File: src/rtl/seq_detect_pkg.sv
// Shared types and constants for the seq_detect_p serial pattern detector.
package seq_detect_pkg;

  typedef enum logic [0:0] {
    S_FILL  = 1'b0,
    S_ARMED = 1'b1
  } seq_state_e;

  localparam logic [3:0] SEQ_DEF_PATTERN = 4'b1010;

  // Width needed to count 0..pat_w valid history bits.
  function automatic int fill_w(input int pat_w);
    return $clog2(pat_w + 1);
  endfunction

endpackage

File: src/rtl/seq_sat_counter.sv
// Saturating up-counter with synchronous clear; sat flags the all-ones value.
module seq_sat_counter #(
  parameter int CNT_W = 8
) (
  input  logic             clk,
  input  logic             rst_n,
  input  logic             clr,
  input  logic             inc,
  output logic [CNT_W-1:0] cnt,
  output logic             sat
);

  localparam logic [CNT_W-1:0] CNT_MAX = {CNT_W{1'b1}};

  logic [CNT_W-1:0] cnt_r;

  // Count register: clear wins, otherwise increment until all ones.
  always_ff @(posedge clk or negedge rst_n) begin
    if (!rst_n) begin
      cnt_r <= {CNT_W{1'b0}};
    end else if (clr) begin
      cnt_r <= {CNT_W{1'b0}};
    end else if (inc && (cnt_r != CNT_MAX)) begin
      cnt_r <= cnt_r + CNT_W'(1);
    end else begin
      cnt_r <= cnt_r;
    end
  end

  assign cnt = cnt_r;
  assign sat = (cnt_r == CNT_MAX);

endmodule

File: src/rtl/seq_detect_p.sv
// Parametrised serial pattern detector with overlap select and registered match pulse.
// Optional saturating match counter is built when SEQ_DETECT_CNT_EN is defined.
module seq_detect_p
  import seq_detect_pkg::*;
#(
  parameter int               PAT_W   = 4,
  parameter logic [PAT_W-1:0] PATTERN = PAT_W'(SEQ_DEF_PATTERN),
  parameter int               CNT_W   = 8
) (
  input  logic             clk,
  input  logic             rst_n,
  input  logic             en,
  input  logic             din,
  input  logic             overlap,
  input  logic             clr,
  output logic             match,
  output logic [CNT_W-1:0] match_cnt,
  output logic             cnt_sat
);

  localparam int             FW        = fill_w(PAT_W);
  localparam logic [FW-1:0]  FILL_FULL = FW'(PAT_W);

  logic [PAT_W-1:0] hist_r;
  logic [PAT_W-1:0] hist_nx_s;
  logic [FW-1:0]    fill_r;
  logic [FW-1:0]    fill_nx_s;
  seq_state_e       state_r;
  logic             match_r;
  logic             hit_s;

  // Next history/fill and the match decision for the current sample.
  always_comb begin
    hist_nx_s = {hist_r[PAT_W-2:0], din};
    case (state_r)
      S_ARMED: fill_nx_s = fill_r;
      S_FILL:  fill_nx_s = fill_r + FW'(1);
      default: fill_nx_s = fill_r;
    endcase
    hit_s = en && !clr && (hist_nx_s == PATTERN) && (fill_nx_s == FILL_FULL);
  end

  // Detector FSM: history shift, fill tracking and registered match pulse.
  always_ff @(posedge clk or negedge rst_n) begin
    if (!rst_n) begin
      hist_r  <= {PAT_W{1'b0}};
      fill_r  <= {FW{1'b0}};
      state_r <= S_FILL;
      match_r <= 1'b0;
    end else if (clr) begin
      hist_r  <= {PAT_W{1'b0}};
      fill_r  <= {FW{1'b0}};
      state_r <= S_FILL;
      match_r <= 1'b0;
    end else if (en) begin
      hist_r  <= hist_nx_s;
      match_r <= hit_s;
      if (hit_s && !overlap) begin
        // Non-overlapping: the next match must be built from fresh bits.
        fill_r  <= {FW{1'b0}};
        state_r <= S_FILL;
      end else begin
        fill_r  <= fill_nx_s;
        state_r <= (fill_nx_s == FILL_FULL) ? S_ARMED : S_FILL;
      end
    end else begin
      hist_r  <= hist_r;
      fill_r  <= fill_r;
      state_r <= state_r;
      match_r <= 1'b0;
    end
  end

  assign match = match_r;

`ifdef SEQ_DETECT_CNT_EN
  seq_sat_counter #(
    .CNT_W (CNT_W)
  ) u_cnt (
    .clk   (clk),
    .rst_n (rst_n),
    .clr   (clr),
    .inc   (hit_s),
    .cnt   (match_cnt),
    .sat   (cnt_sat)
  );
`else
  assign match_cnt = {CNT_W{1'b0}};
  assign cnt_sat   = 1'b0;
`endif

endmodule

File: config.mk
export PLATFORM = sky130hd
export DESIGN_NAME = seq_detect_p
export DESIGN_NICKNAME = d
export VERILOG_FILES = /design/src/rtl/seq_detect_pkg.sv /design/src/rtl/seq_sat_counter.sv /design/src/rtl/seq_detect_p.sv
export SDC_FILE = /design/constraint.sdc
export NUM_CORES = 1
export LEC_CHECK = 0
export ABC_AREA = 1
export CORE_AREA = 2 2 39 41
export CTS_CLUSTER_DIAMETER = 150
export CTS_CLUSTER_SIZE = 25
export DETAILED_ROUTE_END_ITERATION = 12
export DIE_AREA = 0 0 41 43
export PLACE_DENSITY = 0.66
export SYNTH_ARGS = -nofsm -noshare
export SYNTH_HDL_FRONTEND = slang
export SYNTH_HIERARCHICAL = 1
export SYNTH_SLANG_ARGS = --single-unit
File: constraint.sdc
create_clock -name clk -period 1.37 [get_ports clk]
set_clock_uncertainty 0.05 [all_clocks]
set_input_delay 0.274 -clock clk [delete_from_list [all_inputs] [get_ports clk]]
set_output_delay 0.274 -clock clk [all_outputs]
set_load 0.01 [all_outputs]
==> results.md, run 1 <==
- DRC: 0
- Sw frac: ~27%
- NetSw: 0.144 mW
- Clock Tree Buf Depth: 2
- Hold Slack: 252 ps
- Lkg Pwr: 0.314 nW
- Die Span Y: 43 µm
- Post-DR wirelength/cell: roughly 9.6 µm
- Syn avg cell area: 7.64 µm²
- Final Max Tran Viols: 0
- First-pass GRT wire length: 1370 µm
- 1st-iter DRT viols: 2
- Cells after Synth: 64
- Worst hold path class: primary input to async pin
- Status: complete, but fails checks
- Final Setup Violations: 1
- Clock power frac: between 30% and 40%
- Worst skew pair latency: about 260 ps
- DP Worst Slack: -57.5 ps
- Register area share after synthesis: 40.9%
- Post-route ant nets: 0
- Crit path from: fill_r[1]
- RD Place Congestion: 0.737
- Worst endpoint required time: 1460 ps
- CP Capture Type: register
- Max Fclk: slightly above 700 MHz
- Sink Count: 8
- Fin cells: 95
- Combinational share of power: between 10% and 20%
- Worst-path clk slew: around 60 ps
- Inserted Clock Buffers: 3
- Core Box Area: 0.00138 mm²
- Final hold viol count: 0
- Yosys warnings: 6
- Layout cells sized above 1: 22.8%
- Starting density of the core: 35.4%
- Mapped cell area: about 500 µm²
- Final Worst Setup Slack: -10.6 ps
- Total of max-cap violations: 0
- Top-area cell type share of the netlist area: 40.9%
- Die area: 0.00176 mm²
- Initial antenna violation count: 0
- Number of top-level pins: 16
- Fin util: 43.8%
- Internal power: 0.391 mW
- DP Area: approximately 570 µm²
- Drt pass-1 iters: 2
- Reg2reg path depth: 7
- P&R area growth vs syn: 23.8%
- HPWL after DPL: 723 µm
- Failing checks: setup timing
- Reg power frac: a little under half
- Reg2reg start: fill_r[1]
- Worst-path fanout max: 3
- Yosys reg bits: 8
- Post-synth cell types: 18
- R2r setup slk: -10 ps
- Inst Count DP: 90
- Final #Nets: slightly below 90
- Top cells by area, synth: dfrtp_1 41%, buf_4 14%, nand2_1 13%
- FF-to-FF End: state_r
- Total GRT Usage: between 10% and 20%
- Peak VDD IR: 0.554 mV
- Drt total wl: roughly 900 µm
- Unrepaired setup endpoints after global routing: true
- Number of placement rows: 14
- Vias: between 400 and 500
- Crit path DAT: 1470 ps
- Final Cycle Share: 101%
- # diodes: 0
- Port Buffer Count: 6
- Fin area: 606 µm²
- CTS Hold Bufs: 0
- Minimum clock period: 1380 ps
- H-tree Lvls: 1
- CTS tree: done
- PD cells: 885 mW/mm²
- Die width: approximately 40 µm
- Largest net degree at the start of global routing: 9
- Worst Setup EP: state_r
- Vias in the first global route: 358
- Top cell type by total area after synthesis: dfrtp_1
- Grt ovf: 0
- Critical path class: register to register
- Vias/cell: 4.33
- CP Launch Type: register
- Root buf cell: clkbuf_4
power by group through the flow:
| stage | combinational, mW | clock (mW) | sequential [mW] |
|---|---|---|---|
| floorplan | 0.0708 | 0 | 0.254 |
| global placement | 0.0886 | 0 | 0.255 |
| detailed placement | 0.0908 | 0 | 0.255 |
| CTS | 0.0912 | 0.192 | 0.251 |
| global route | 0.113 | 0.198 | 0.251 |
| finish | 0.102 | 0.183 | 0.251 |
worst min-delay path by stage:
stage | endpoint | cells after the start | slack [ps] | start
2_1_floorplan | fill_r[0] | 0 | -70 | rst_n
3_3_place_gp | hist_r[2] | 2 | 420 | hist_r[2]
3_5_place_dp | fill_r[2] | 2 | 440 | fill_r[2]
4_1_cts | match | 1 | 260 | rst_n
5_1_grt | match | 1 | 290 | rst_n
6_report | match | 1 | 250 | rst_n
logic make-up after synthesis:
| group | synth area share [%] |
|---|---|
| buffers and inverters | 19.9 |
| and+or+nand+nor | 30.7 |
| adders and majority gates | 2.56 |
| DFF | 40.9 |
| other | 0.767 |
| AOI/OAI and AO/OA | 5.11 |
per-stage QoR:
| stage | setup TNS [ps] | total power, mW |
|---|---|---|
| after floorplan | 0 | 0.324 |
| after global placement | -55.5 | 0.343 |
| after detailed placement | -108 | 0.346 |
| after CTS | 0 | 0.535 |
| after global routing | -92.1 | 0.562 |
| final | -10.6 | 0.536 |
layout by cell type, fill, tap and decap left out:
cell type        count
nand2_1             17
conb_1               9
dfrtp_1              8
buf_4                7
nand3_1              5
inv_1                5
clkdlybuf4s50_1      5
nand2_2              4
o21ai_0              3
clkbuf_4             3
inv_2                2
nor2_1               2
clkinv_1             1
nor2_4               1
nor3_1               1
nand4_1              1
a21oi_1              1
nor2_2               1
o21ai_1              1
ha_1                 1
dlygate4sd2_1        1
critical path, stage by stage (launching register included):
cell and delay, ps:
dfrtp_1 400, ha_1 320, nand2_2 70, nand2_2 70, nor2_4 90, nand4_1 120, nand2_1 100, nand2_1 60
metal layers:
| metal | vias to the layer above | GRT usage (%) | routed length [µm] |
|---|---|---|---|
| met5 | - | 0 | 0 |
| met4 | 0 | 10.0 | 31 |
| met3 | 5 | 1.57 | 36 |
| met2 | 13 | 18.1 | 479 |
| met1 | 179 | 14.4 | 365 |
| li1 | 214 | - | - |
synth_stat cells:
| library cell | number |
|---|---|
| nor2_4 | 1 |
| conb_1 | 1 |
| inv_1 | 5 |
| o21ai_1 | 1 |
| nor2_1 | 2 |
| dfrtp_1 | 8 |
| buf_4 | 9 |
| nand2_2 | 4 |
| a21oi_1 | 1 |
| inv_2 | 2 |
| o21ai_0 | 3 |
| ha_1 | 1 |
| nand2_1 | 17 |
| nor3_1 | 1 |
| nand4_1 | 1 |
| nand3_1 | 5 |
| nor2_2 | 1 |
| clkinv_1 | 1 |
state kept, by name, summed over array words and instances (netlist names):
register	count
fill_r	3
hist_r	3
match	1
state_r	1
cell type report:
| class | count | area [µm²] |
|---|---|---|
| well taps | 16 | 20.0 |
| flip-flops and latches | 8 | 200 |
| fillers | 154 | 778 |
| inverters | 8 | 30.0 |
| multi-input cells | 47 | 221 |
| repair buffers | 13 | 111 |
| clock buffers | 3 | 22.5 |
what timing repair did:
action,in CTS,in global routing
setup endpoints to repair,1,2
pin swaps,0,7
gates cloned,0,0
setup buffers,0,2
gates resized for setup,1,0
(Power assumes the default switching activity.)
==> run 2, diff against run 1 <==
--- a/config.mk
+++ b/config.mk
@@ -8,7 +8,7 @@
 export ABC_AREA = 1
 export CORE_AREA = 2 2 39 41
 export CTS_CLUSTER_DIAMETER = 150
-export CTS_CLUSTER_SIZE = 25
+export CTS_CLUSTER_SIZE = 16
 export DETAILED_ROUTE_END_ITERATION = 12
 export DIE_AREA = 0 0 41 43
 export PLACE_DENSITY = 0.66
==> results of run 2 <==
Same layout as run 1: the final DEF is identical, and so are final timing and power.
